$ cat src/rtl/uart_tx_fifo_buffer.sv
`default_nettype none
// ----------------------------------------------------------------------------
// uart_tx_fifo_buffer : circular transmit FIFO with busy-handshake FSM
// Revision 1.0
// ----------------------------------------------------------------------------
module uart_tx_fifo_buffer #(
  parameter int DATA_WIDTH        = 8,
  parameter int DEPTH_LOG2        = 4,
  parameter int ALMOST_FULL_LEVEL = 12,
  parameter int BUSY_TIMEOUT      = 4
) (
  input  logic                  clk,
  input  logic                  rst,
  input  logic [DATA_WIDTH-1:0] data,
  input  logic                  dataReady,
  input  logic                  txBusy,
  input  logic                  clearOverflow,
  output logic                  txStart,
  output logic [DATA_WIDTH-1:0] txData,
  output logic                  full,
  output logic                  empty,
  output logic                  almostFull,
  output logic [DEPTH_LOG2:0]   level,
  output logic                  overflow
);

  localparam int                DEPTH      = 2 ** DEPTH_LOG2;
  localparam logic [DEPTH_LOG2:0] FULL_LEVEL = (DEPTH_LOG2 + 1)'(DEPTH);
  localparam logic [DEPTH_LOG2:0] AF_LEVEL   = (DEPTH_LOG2 + 1)'(ALMOST_FULL_LEVEL);
  localparam logic [DEPTH_LOG2:0] LEVEL_ONE  = (DEPTH_LOG2 + 1)'(1);
  localparam logic [DEPTH_LOG2-1:0] PTR_ONE  = DEPTH_LOG2'(1);
  localparam logic [7:0]        TIMEOUT    = 8'(BUSY_TIMEOUT);

  typedef enum logic [1:0] {
    IDLE      = 2'd0,
    START     = 2'd1,
    WAIT_BUSY = 2'd2,
    WAIT_DONE = 2'd3
  } state_t;

  state_t state, state_next;
  logic [7:0] cnt, cnt_next;

  logic [DATA_WIDTH-1:0] mem [DEPTH];
  logic [DEPTH_LOG2-1:0] wptr, rptr;

  logic pop, push, ovf_evt;

  assign empty      = (level == '0);
  assign full       = (level == FULL_LEVEL);
  assign almostFull = (level >= AF_LEVEL);

  // A pop frees a slot in the same cycle, so a push at full is still accepted.
  assign pop     = (state == IDLE) && !empty && !txBusy;
  assign push    = dataReady && (!full || pop);
  assign ovf_evt = dataReady && full && !pop;

  always_ff @(posedge clk) begin
    if (push) begin
      mem[wptr] <= data;
    end
  end

  always_ff @(posedge clk or negedge rst) begin
    if (!rst) begin
      wptr     <= '0;
      rptr     <= '0;
      level    <= '0;
      txStart  <= 1'b0;
      txData   <= '0;
      overflow <= 1'b0;
      state    <= IDLE;
      cnt      <= '0;
    end else begin
      state   <= state_next;
      cnt     <= cnt_next;
      txStart <= pop;
      if (push) begin
        wptr <= wptr + PTR_ONE;
      end
      if (pop) begin
        rptr   <= rptr + PTR_ONE;
        txData <= mem[rptr];
      end
      case ({push, pop})
        2'b10:   level <= level + LEVEL_ONE;
        2'b01:   level <= level - LEVEL_ONE;
        default: level <= level;
      endcase
      if (ovf_evt) begin
        overflow <= 1'b1;
      end else if (clearOverflow) begin
        overflow <= 1'b0;
      end
    end
  end

  always_comb begin
    state_next = state;
    cnt_next   = cnt;
    case (state)
      IDLE: begin
        if (pop) begin
          state_next = START;
        end
      end
      START: begin
        cnt_next   = '0;
        state_next = WAIT_BUSY;
      end
      WAIT_BUSY: begin
        // Lost handshake: give up and treat the byte as sent.
        if (txBusy) begin
          state_next = WAIT_DONE;
        end else if (cnt >= TIMEOUT) begin
          state_next = IDLE;
        end else begin
          cnt_next = cnt + 8'd1;
        end
      end
      WAIT_DONE: begin
        if (!txBusy) begin
          state_next = IDLE;
        end
      end
      default: state_next = IDLE;
    endcase
  end

endmodule
`default_nettype wire

$ cat config.mk
export PLATFORM = sky130hd
export DESIGN_NAME = uart_tx_fifo_buffer
export DESIGN_NICKNAME = d
export VERILOG_FILES = /design/src/rtl/uart_tx_fifo_buffer.sv
export SDC_FILE = /design/constraint.sdc
export NUM_CORES = 1
export LEC_CHECK = 0
export ABC_AREA = 1
export BUFFER_PORTS_ARGS = -buffer_cell sky130_fd_sc_hd__buf_2
export CORE_ASPECT_RATIO = 1.25
export CORE_MARGIN = 3
export CORE_UTILIZATION = 48
export CTS_CLUSTER_SIZE = 8
export DETAILED_ROUTE_END_ITERATION = 6
export PLACE_DENSITY = 0.67
export SLEW_MARGIN = 15
export SYNTH_ARGS = -nofsm -noshare
export SYNTH_HDL_FRONTEND = slang
export SYNTH_SLANG_ARGS = --single-unit
$ cat constraint.sdc
create_clock -name clk -period 1.8 [get_ports clk]
set_clock_uncertainty 0.05 [all_clocks]
set_input_delay 0.36 -clock clk [delete_from_list [all_inputs] [get_ports clk]]
set_output_delay 0.36 -clock clk [all_outputs]
set_load 0.05 [all_outputs]
Word level (Yosys, flattened, before mapping) --
Memory sizes are Yosys's and may differ from the RTL's. A register that Yosys moved wholly into a read port is not among the register bits. Cells that the tools add are included. W data, S select, Z words.
Operators by class: equality and inequality tests 11, multiplexer cells 13, add/subtract/negate cells 5, order comparisons 2, reductions and logical operators 18
Operators by type and width (count):
- $mux W8 | 2
- $pmux W8 S2 | 1
- $pmux W5 S2 | 1
- $add A4 B1 Y4 const B | 2
- $add A8 B1 Y8 const B | 1
- $ge A8 B3 Y1 const B | 1
- $mux W2 | 4
- $ne A2 B2 Y1 const B | 4
- $pmux W2 S4 | 1
- $eq A2 B2 Y1 const B | 3
- $reduce_and A3 Y1 | 2
- $reduce_bool A2 Y1 | 3
- $add A5 B1 Y5 const B | 1
- $eq A5 B5 Y1 const B | 1
- $ge A5 B4 Y1 const B | 1
- $logic_and A1 B1 Y1 | 5
- $logic_not A1 Y1 | 5
- $logic_not A5 Y1 | 1
- $sub A5 B1 Y5 const B | 1
- $eq A2 B1 Y1 const B | 2
- $mux W1 | 4
- $ne A3 B3 Y1 const B | 1
- $logic_not A2 Y1 | 1
- $logic_or A1 B1 Y1 | 1
Storage, ports and cells: register bits after elaboration 25, word-level logic and storage cells 57, bits of input ports 13, memories 1, RAM bits 128, output and inout bits 18
Memories:
- mem | words 16, width 8, read ports 1, clocked after memory_dff 1, write ports 1, line 44 | logic [DATA_WIDTH-1:0] mem [DEPTH];

Longest topological paths before layout --
Gate-level depths: netlist (run 1).
depth in word-level cells 8, mapped depth 15, gate-level depth less buffers 15

Least setup slack after synthesis (run 1) --
Ideal clock, no wire load.
path kind register to output, start point reg level[3], end point out almostFull, path buffers 0, slack -0.493 ns, arrival time 1.883 ns, required time 1.390 ns, cell stages (with the launch flop) 3, cell sequence dfrtp_1 inv_1 o21ai_0
On the way: word-level cells in the longest chain between the ends 1
RTL lines:
- start, declared | line 23 | output logic [DEPTH_LOG2:0] level,
- start signal, assigned | line 86 | 2'b10: level <= level + LEVEL_ONE;
- start signal, assigned | line 87 | 2'b01: level <= level - LEVEL_ONE;
- start signal, assigned | line 88 | default: level <= level;
- $ge A5 B4 Y1 | line 51 | assign almostFull = (level >= AF_LEVEL);
- end, declared | line 22 | output logic almostFull,
Every way passes these cells.

Worst setup path in the final report (run 1) --
start point reg state[0], end point reg level[4]
On the way: word-level cells in the longest chain between the ends 7, elaborated cells on any way between the ends 9, classes of those cells eq/ne: 2; mux: 1; reduce/logical: 6
RTL lines:
- start, declared | line 41 | state_t state, state_next;
- start signal, assigned | line 75 | state <= state_next;
- $logic_not A2 Y1 * | line 54 | assign pop = (state == IDLE) && !empty && !txBusy;
- $logic_and A1 B1 Y1 * (2 in a row) | line 54
- $logic_or A1 B1 Y1 | line 55 | assign push = dataReady && (!full || pop);
- $logic_and A1 B1 Y1 | line 55
- $eq A2 B1 Y1 / $eq A2 B2 Y1 (equally long branches) | line 85 | case ({push, pop})
- $pmux W5 S2 / $reduce_bool A2 Y1 (equally long branches)
Mark *: on every way between the ends. The rest lies on a longest branch, timed or not. A chain may end at the register's enable or synchronous reset.

==> results.py, run 1 <==
metrics = {
    "critical_path": {
        "startpoint_type": "register",
        "cp.required_ns": 2.07,
        "arrival_ns": 2.13,
        "critPathKind": "register to register",
        "cp_max_fo": 3,
        "crit_path_end_kind": "register",
        "rr_worst_depth": 15,
    },
    "route": {
        "drc": 0,
        "drtPass1Iterations": 6,
        "wire_per_inst_um": 16.4,
        "wl_mm": 15.3,
        "drtIter0Drc": 408,
        "vias_per_cell": 5.19,
        "num_vias": 4838,
        "drtAntennaViolNets": 0,
    },
    "synth": {
        "seq_area_frac_synth_pct": 65.2,
        "synth_area_um2": 7160,
        "synth_fp_nets": 711,
        "ys.flop_type": "edfxtp_1",
        "synth-seq-cells": 161,
        "yosysTopAreaCell": "edfxtp_1",
        "synth_most_common_cell": "nand2_1",
        "synth_top_cell_area_share_pct": 53.7,
        "synth_enable_flop_cells": 128,
        "async_flop_share_pct": 20.5,
        "ys_top_cells_by_count": "nand2_1 (221), edfxtp_1 (128), inv_1 (97)",
        "syn_inst": 687,
        "yosysWarnings": 0,
        "synth.avg_cell_area_um2": 10.4,
        "synth_cell_types": 33,
        "synth_area_leaders": "edfxtp_1 (54%), nand2_1 (12%), dfrtp_1 (12%)",
    },
    "clock_network": {
        "cts_tree": "done",
        "clk_latency_ns": 0.43,
        "cts_made_buffers": 17,
        "clk_transition_reported_paths_ns": 0.06,
        "clock-sinks": 161,
        "clockBufferDepth": 2,
        "root_buffer": "clkbuf_16",
        "htree_levels": 4,
    },
    "placed_design": {
        "dpl.cell_count": 892,
        "place_congestion": 0.849,
        "dp_slack_ns": -0.171,
        "hpwl_mm": 10.2,
        "port_buffers": 30,
    },
    "power_and_ir_drop": {
        "p_sw_uw": 5530,
        "power.leakage_uw": 0.00363,
        "p_per_area_nw_per_um2": 1650,
        "p_comb_share_pct": 40.5,
        "switching_share_pct": 39.6,
        "clock_power_share_pct": 24.1,
        "seqPwrFrac_pct": 35.5,
        "vdd_drop_max_mv": 0.912,
        "power.internal_uw": 8450,
    },
    "finish": {
        "finalNetCount": 766,
        "n_antenna_cell": 0,
        "fillers": 1154,
        "drive_gt1_share_pct": 19.6,
        "syn2layout_area_growth_pct": 18.1,
        "fin_cells": 933,
    },
    "die": {
        "die_area_um2": 16400,
        "start_util_pct": 49.3,
        "core_um2": 14500,
        "die-width_um": 115,
        "ios": 31,
        "die_height_um": 143,
        "rows": 49,
    },
    "global_route": {
        "busiest_layer": "met2",
        "grt_use_met1_pct": 23.7,
        "met2_usage_pct": 33.4,
        "grt_pass1_wl_mm": 23.9,
        "grtUsageMet3_pct": 5.06,
        "grt-ovfl-total": 0,
        "first_global_vias": 4672,
        "grt_usage_pct": 19.6,
        "antenna_found_initial": 0,
        "grt_max_degree": 43,
    },
    "sta": {
        "setup_viol": 10,
        "min_period_ns": 1.85,
        "timing.final.crit_share_pct": 103,
        "fin_ws_ns": -0.0549,
        "rsz0062_at_grt": "true",
        "final_hold_viol_count": 0,
        "slew_headroom_pct": 50.4,
        "max_freq_mhz": 539,
        "tns_ns": -0.413,
        "drv_slew": 0,
        "tightestPinTransition_ns": 0.744,
        "whs_ns": 0.0775,
    },
    "status": {
        "outcome": "complete, but fails checks",
        "violations": "negative setup slack",
    },
    "min_path": {
        "hold_path.class": "input pin to register",
        "min_path_cells": 2,
    },
    "job": {
        "cap_violations": 0,
    },
}
-- routing by layer --
layer  vias up  part of all wire, %
met5         -                    0
met2       156                   52
met1      2318                   40
met3        30                  5.7
met4         0                  2.2
li1       2334                    -
-- critical path, cell delays in order (launching register included) --
cell and delay, ns:
dfrtp_1 0.38, inv_1 0.10, nand2_4 0.06, nor2_4 0.13, nand2_4 0.07, inv_4 0.06
nand2_4 0.07, fa_2 0.34, inv_2 0.07, nand3_2 0.09, nand3_2 0.10, nand2_2 0.06
nand2_1 0.06, nand2_1 0.05, nand2_1 0.05, inv_1 0.03
-- stage by stage --
| step | power [uW] | instance area [um2] | util [%] |
|---|---|---|---|
| after floorplan | 8910 | 7270 | - |
| after global placement | 10100 | 7640 | 52.6 |
| after detailed placement | 10200 | 7640 | 52.6 |
| after CTS | 13800 | 8340 | 57.4 |
| after global routing | 14800 | 8460 | 58.2 |
| final | 14000 | 8460 | 58.2 |
-- layout make-up --
type                       instances  area, um2  area share, %
sequential                       161       4680           55.3
tap                              178        223           2.63
clock buffer                      19        433           5.12
timing repair buffer              63        455           5.38
multi-input combinational        395       2150           25.4
inverter                         104        403           4.76
clock inverter                    13        120           1.42
-- cells by family after synthesis --
group | Yosys count | share of synthesized area [%]
flip-flops | 161 | 65.2
adder cells (fa/ha/maj) | 11 | 2.03
XOR/XNOR | 9 | 1.21
AO/OA/AOI/OAI | 23 | 1.99
AND/OR/NAND/NOR | 352 | 21.1
buffers and inverters | 131 | 8.45
-- state kept, by name, summed over array words and instances (netlist names) --
name,cells
cnt,8
mem,128
overflow,1
txData,8
state,2
wptr,4
rptr,4
level,5
txStart,1
-- cells in the final DEF (no fill, tap or decap), types with 5 or more instances in the layout --
master / n
inv_2: 6
nor2_1: 8
o211ai_1: 8
nand2_1: 217
xor2_1: 7
buf_2: 27
nor2_4: 18
o21ai_0: 5
clkinv_1: 6
inv_1: 92
dfrtp_1: 27
ha_1: 8
buf_4: 28
edfxtp_1: 128
clkbuf_16: 17
nand3_1: 88
dfrtp_2: 6
nand3_2: 6
-- power by group through the flow --
stage,clock (uW),combinational (uW),sequential [uW]
after floorplan,0,3440,5480
after global placement,0,5100,5000
after detailed placement,0,5210,5020
after CTS,3390,5470,4950
after global routing,3560,6180,5010
final,3360,5660,4960
-- worst paths after layout --
| path | startpoint | end | slack, ns |
|---|---|---|---|
| min | clearOverflow | overflow | 0.08 |
| max | state[0] | level[4] | -0.05 |
| max in group asynchronous | rst | rptr[0] | 0.70 |
| max reg2reg | state[0] | level[4] | -0.05 |
| min in group asynchronous | rst | level[4] | 0.48 |
| min reg2reg | txData[1] | txData[1] | 0.44 |
-- timing repair --
action,CTS,global route
hold endpoints to repair,33,0
gates resized for setup,32,13
pin swaps,9,8
endpoints found under the setup margin,125,134
hold buffers,1,0
buffers inserted,2,7
Note: power is estimated with default switching activity, not from simulation.
==> run 2: changes to the inputs <==
- CORE_UTILIZATION: 48 -> 40
- GPL_ROUTABILITY_DRIVEN: default -> 0
- HOLD_SLACK_MARGIN: default -> 0.15
- PLACE_DENSITY: 0.67 -> default
==> results.py, run 2 (same netlist as run 1, synthesis figures left out) <==
metrics = {
    "status": {
        "outcome": "complete, but fails checks",
        "violations": "negative setup slack",
    },
    "job": {
        "cap_violations": 0,
    },
    "finish": {
        "regMostFlops": "mem",
        "fin_area_um2": 8740,
        "n_antenna_cell": 0,
        "largest_register_ffs": 128,
        "layout_common_cells": "nand2_1 (218), edfxtp_1 (128), inv_1 (94)",
        "drive_gt1_share_pct": 22.0,
        "final_common_cell": "nand2_1",
        "syn2layout_area_growth_pct": 22.1,
        "reg_top3": "mem x128, cnt x8, txData x8",
        "fin_cells": 1007,
        "finalNetCount": 794,
    },
    "power_and_ir_drop": {
        "p_comb_share_pct": 40.2,
        "p_sw_uw": 5500,
        "power.internal_uw": 8830,
        "vdd_drop_max_mv": 0.818,
        "finalPower_uw": 14300,
        "p_per_area_nw_per_um2": 1640,
        "seqPwrFrac_pct": 34.6,
        "power.leakage_uw": 0.00384,
        "switching_share_pct": 38.4,
        "clock_power_share_pct": 25.2,
    },
    "route": {
        "wl_mm": 15.9,
        "drc": 0,
        "wire_per_inst_um": 15.8,
        "vias_per_cell": 4.78,
        "drtPass1Iterations": 5,
        "drtIter0Drc": 438,
        "num_vias": 4815,
        "drtAntennaViolNets": 0,
    },
    "sta": {
        "setup_viol": 4,
        "tightestPinTransition_ns": 0.415,
        "min_period_ns": 1.89,
        "final_hold_viol_count": 0,
        "max_freq_mhz": 528,
        "rsz0062_at_grt": "true",
        "slew_headroom_pct": 72.4,
        "fin_ws_ns": -0.0933,
        "drv_slew": 0,
        "timing.final.crit_share_pct": 105,
    },
    "critical_path": {
        "cp.required_ns": 1.39,
        "cp_max_fo": 3,
        "crit_slowest_cell": "dfrtp_2",
        "cp_cell_sequence": "nor2_4 -> buf_4 -> nand3_4 -> buf_6 -> inv_1 -> buf_6",
        "slowest_delay_ns": 0.43,
        "crit_path_end_kind": "primary output",
        "crit_buf_inv": 4,
        "startpoint_type": "register",
        "cp_common_cell": "buf_6",
        "critPathKind": "register to primary output",
        "arrival_ns": 1.48,
        "critPathTopFamily": "buffers and inverters",
    },
    "global_route": {
        "antenna_found_initial": 0,
        "grt_usage_pct": 17.2,
        "first_global_vias": 4987,
        "grt_pass1_wl_mm": 25.6,
        "grt-ovfl-total": 0,
        "grt_max_degree": 58,
    },
    "placed_design": {
        "port_buffers": 30,
        "dp_slack_ns": -0.162,
        "dpl.cell_count": 967,
        "hpwl_mm": 11.2,
        "placed_cell_area_um2": 7970,
    },
    "die": {
        "die_height_um": 156,
        "core_um2": 17500,
        "rows": 54,
        "die-width_um": 126,
        "ios": 31,
        "start_util_pct": 40.9,
        "die_area_um2": 19600,
    },
    "clock_network": {
        "cts_made_buffers": 17,
        "clockBufferDepth": 2,
        "clk_latency_ns": 0.42,
        "root_buffer": "clkbuf_16",
        "htree_levels": 4,
        "cts_tree": "done",
        "clk_transition_reported_paths_ns": 0.06,
        "clock-sinks": 161,
    },
    "min_path": {
        "hold_path.class": "input pin to asynchronous set/reset pin",
    },
}
## run 2: layout make-up
class                           instances  area, um2
Fill cell                            1541       8750
Sequential cell                       161       4680
Multi-Input combinational cell        395       2060
Timing Repair Buffer                   91        734
Clock buffer                           20        437
Inverter                              104        398
Tap cell                              224        280
Clock inverter                         12        158
## run 2: what timing repair did
action | CTS | global route
setup endpoints to repair | 108 | 137
gates resized for setup | 23 | 3
endpoints found under the hold margin | 34 | 0
setup buffers | 5 | 1
hold buffers | 2 | 0
pin swaps | 1 | 2
cloned | 0 | 0
## run 2: path summary, 6_finish.rpt
kind	from	endpoint	slack, ns	depth (start not counted)
setup / recovery	level[3]	full	-0.09	6
hold / removal	rst	level[1]	0.26	2
setup reg to reg	level[3]	level[4]	-0.07	15
hold reg to reg	txData[4]	txData[4]	0.43	2
max in group asynchronous	rst	wptr[2]	0.97	3
min in group clk	dataReady	wptr[0]	0.27	3
## run 2: power by group through the flow
stage	registers [uW]	clock network, uW	logic (uW)
after floorplan	5480	0	3440
after global placement	5000	0	5390
after detailed placement	5030	0	5520
after CTS	4950	3690	5750
after global routing	5020	3850	6330
final	4950	3610	5760
## run 2: per-layer routing
metal | up-vias | part of all wire (%) | global-route usage, %
met5 | - | 0 | 0
met4 | 0 | 3.0 | 8.11
met3 | 28 | 3.5 | 3.84
met2 | 109 | 54 | 31.5
met1 | 2291 | 39 | 18.9
li1 | 2387 | - | -
## run 2: metrics by stage
stage	hold slack, ns	util [%]	setup TNS, ns
after floorplan	0.0144	-	-0.203
after global placement	0.164	45.6	-2.46
after detailed placement	0.173	45.6	-5.77
after CTS	0.221	49.8	-0.768
after global routing	0.258	50.0	-8.56
final	0.262	50.0	-0.229
==> run 3: changes to the inputs <==
- clock period: 1.8 -> 1.9 ns (I/O delays scaled with it)
==> results.py, run 3 (same netlist as run 1, synthesis figures left out) <==
metrics = {
    "clock_network": {
        "clock-sinks": 161,
        "cts_made_buffers": 17,
        "root_buffer": "clkbuf_16",
        "clk_transition_reported_paths_ns": 0.06,
        "clockBufferDepth": 2,
        "clk_latency_ns": 0.42,
        "htree_levels": 4,
        "cts_tree": "done",
    },
    "power_and_ir_drop": {
        "p_per_area_nw_per_um2": 1560,
        "seqPwrFrac_pct": 35.6,
        "p_comb_share_pct": 39.5,
        "power.leakage_uw": 0.00370,
        "power.internal_uw": 7930,
        "vdd_drop_max_mv": 0.653,
        "p_sw_uw": 5170,
        "switching_share_pct": 39.5,
        "clock_power_share_pct": 24.9,
    },
    "die": {
        "core_um2": 17500,
        "start_util_pct": 40.9,
        "rows": 54,
        "die_height_um": 156,
        "die-width_um": 126,
        "die_area_um2": 19600,
        "ios": 31,
    },
    "critical_path": {
        "crit_path_end": "level[4]",
        "critPathLaunch": "state[0]",
        "reg2reg_from": "state[0]",
        "critPathKind": "register to register",
        "cp_max_fo": 3,
        "startpoint_type": "register",
        "crit_path_end_kind": "register",
        "r2r_end": "level[4]",
        "arrival_ns": 2.15,
        "r2r_setup_slack_ns": 0.03,
        "rr_worst_depth": 15,
        "cp.required_ns": 2.17,
    },
    "sta": {
        "tightestPinTransition_ns": 0.731,
        "max_freq_mhz": 534,
        "min_period_ns": 1.87,
        "rsz0062_at_grt": "true",
        "drv_slew": 0,
        "final_hold_viol_count": 0,
        "timing.final.crit_share_pct": 98.5,
        "slew_headroom_pct": 51.3,
        "setup_viol": 0,
        "tns_ns": 0,
    },
    "global_route": {
        "grt-ovfl-total": 0,
        "grt_max_degree": 45,
        "grtUsageMet3_pct": 4.42,
        "met2_usage_pct": 28.9,
        "grt_usage_pct": 17.1,
        "busiest_layer": "met2",
        "antenna_found_initial": 0,
        "grt_use_met1_pct": 21.1,
        "grt_pass1_wl_mm": 25.6,
        "first_global_vias": 4881,
    },
    "finish": {
        "fin_util_pct": 48.1,
        "n_antenna_cell": 0,
        "reg_top3": "mem x128, cnt x8, txData x8",
        "largest_register_ffs": 128,
        "regMostFlops": "mem",
        "syn2layout_area_growth_pct": 17.4,
        "drive_gt1_share_pct": 19.0,
        "layout_common_cells": "nand2_1 (214), edfxtp_1 (128), inv_1 (93)",
        "finalNetCount": 775,
        "final_common_cell": "nand2_1",
    },
    "placed_design": {
        "port_buffers": 30,
        "hpwl_mm": 10.9,
    },
    "route": {
        "drc": 0,
        "vias_per_cell": 4.95,
        "wl_mm": 16.2,
        "drtAntennaViolNets": 0,
        "drtPass1Iterations": 5,
        "num_vias": 4894,
        "wire_per_inst_um": 16.4,
        "drtIter0Drc": 371,
    },
    "status": {
        "outcome": "finished, final reports clean",
    },
    "job": {
        "cap_violations": 0,
    },
    "min_path": {
        "hold_path.class": "input pin to register",
    },
}
==> run 3: cell types whose count changed in the layout (fill, tap and decap cells not counted), sizes merged <==
cell,change
buf,-21
clkinv,+3
bufinv,-1
clkinvlp,+1
clkbuf,-1
==> run 3: layer usage <==
metal / vias up / wire [um]
met5: - / 0
met3: 25 / 1030
met4: 0 / 389
li1: 2353 / -
met2: 172 / 8070
met1: 2344 / 6690
==> run 3: how the worst min path moves through the flow <==
| stage | slack (ns) | from | depth (start not counted) | end |
|---|---|---|---|---|
| detailed placement | 0.42 | txData[1] | 2 | txData[1] |
| finish | 0.23 | txBusy | 3 | state[0] |
| CTS | 0.21 | dataReady | 3 | wptr[0] |
| floorplan | 0.03 | rst | 0 | cnt[0] |
| global placement | 0.42 | rst | 1 | txStart |
| global route | 0.24 | txBusy | 3 | state[0] |
==> run 3: timing repair <==
action | in CTS | in global routing
buffers inserted | 0 | 5
hold endpoints to repair | 34 | 0
hold buffers | 2 | 0
gates resized for setup | 0 | 20
endpoints found under the setup margin | 0 | 124
==> run 3: area by class of cell <==
type	count	area (um2)
fill	1591	9090
sequential	161	4680
multi-input combinational	395	1980
timing repair buffer	72	512
clock buffer	17	425
inverter	104	398
tap	224	280
clock inverter	15	141
==> run 3: through the flow <==
stage               hold WS, ns  std cells  power (uW)  setup WS, ns  instance area [um2]
floorplan                0.0344        687        8360       -0.0147                 7220
detailed placement        0.418        949        9760        0.0415                 7720
global placement          0.418        949        9610        0.0621                 7720
CTS                       0.206        983       13100        0.0214                 8310
finish                    0.229        988       13100        0.0278                 8410
global route              0.240        988       13900       -0.0934                 8410
==> run 3: worst max-delay path: stages (launching register included) <==
cell and delay [ns]:
dfrtp_1 0.40, inv_2 0.08, nand2_4 0.06, nor2_4 0.14, nand2_4 0.07, inv_4 0.06
nand2_4 0.06, fa_2 0.37, inv_2 0.09, nand3_4 0.07, nand3_2 0.08, nand2_2 0.05
nand2_2 0.06, nand2_2 0.05, nand2_2 0.05, inv_1 0.03
==> run 3: power groups by stage <==
| stage | sequential, uW | clock (uW) | combinational (uW) |
|---|---|---|---|
| floorplan | 5190 | 0 | 3170 |
| global placement | 4710 | 0 | 4900 |
| detailed placement | 4730 | 0 | 5030 |
| CTS | 4670 | 3320 | 5070 |
| global route | 4720 | 3490 | 5700 |
| finish | 4670 | 3260 | 5180 |
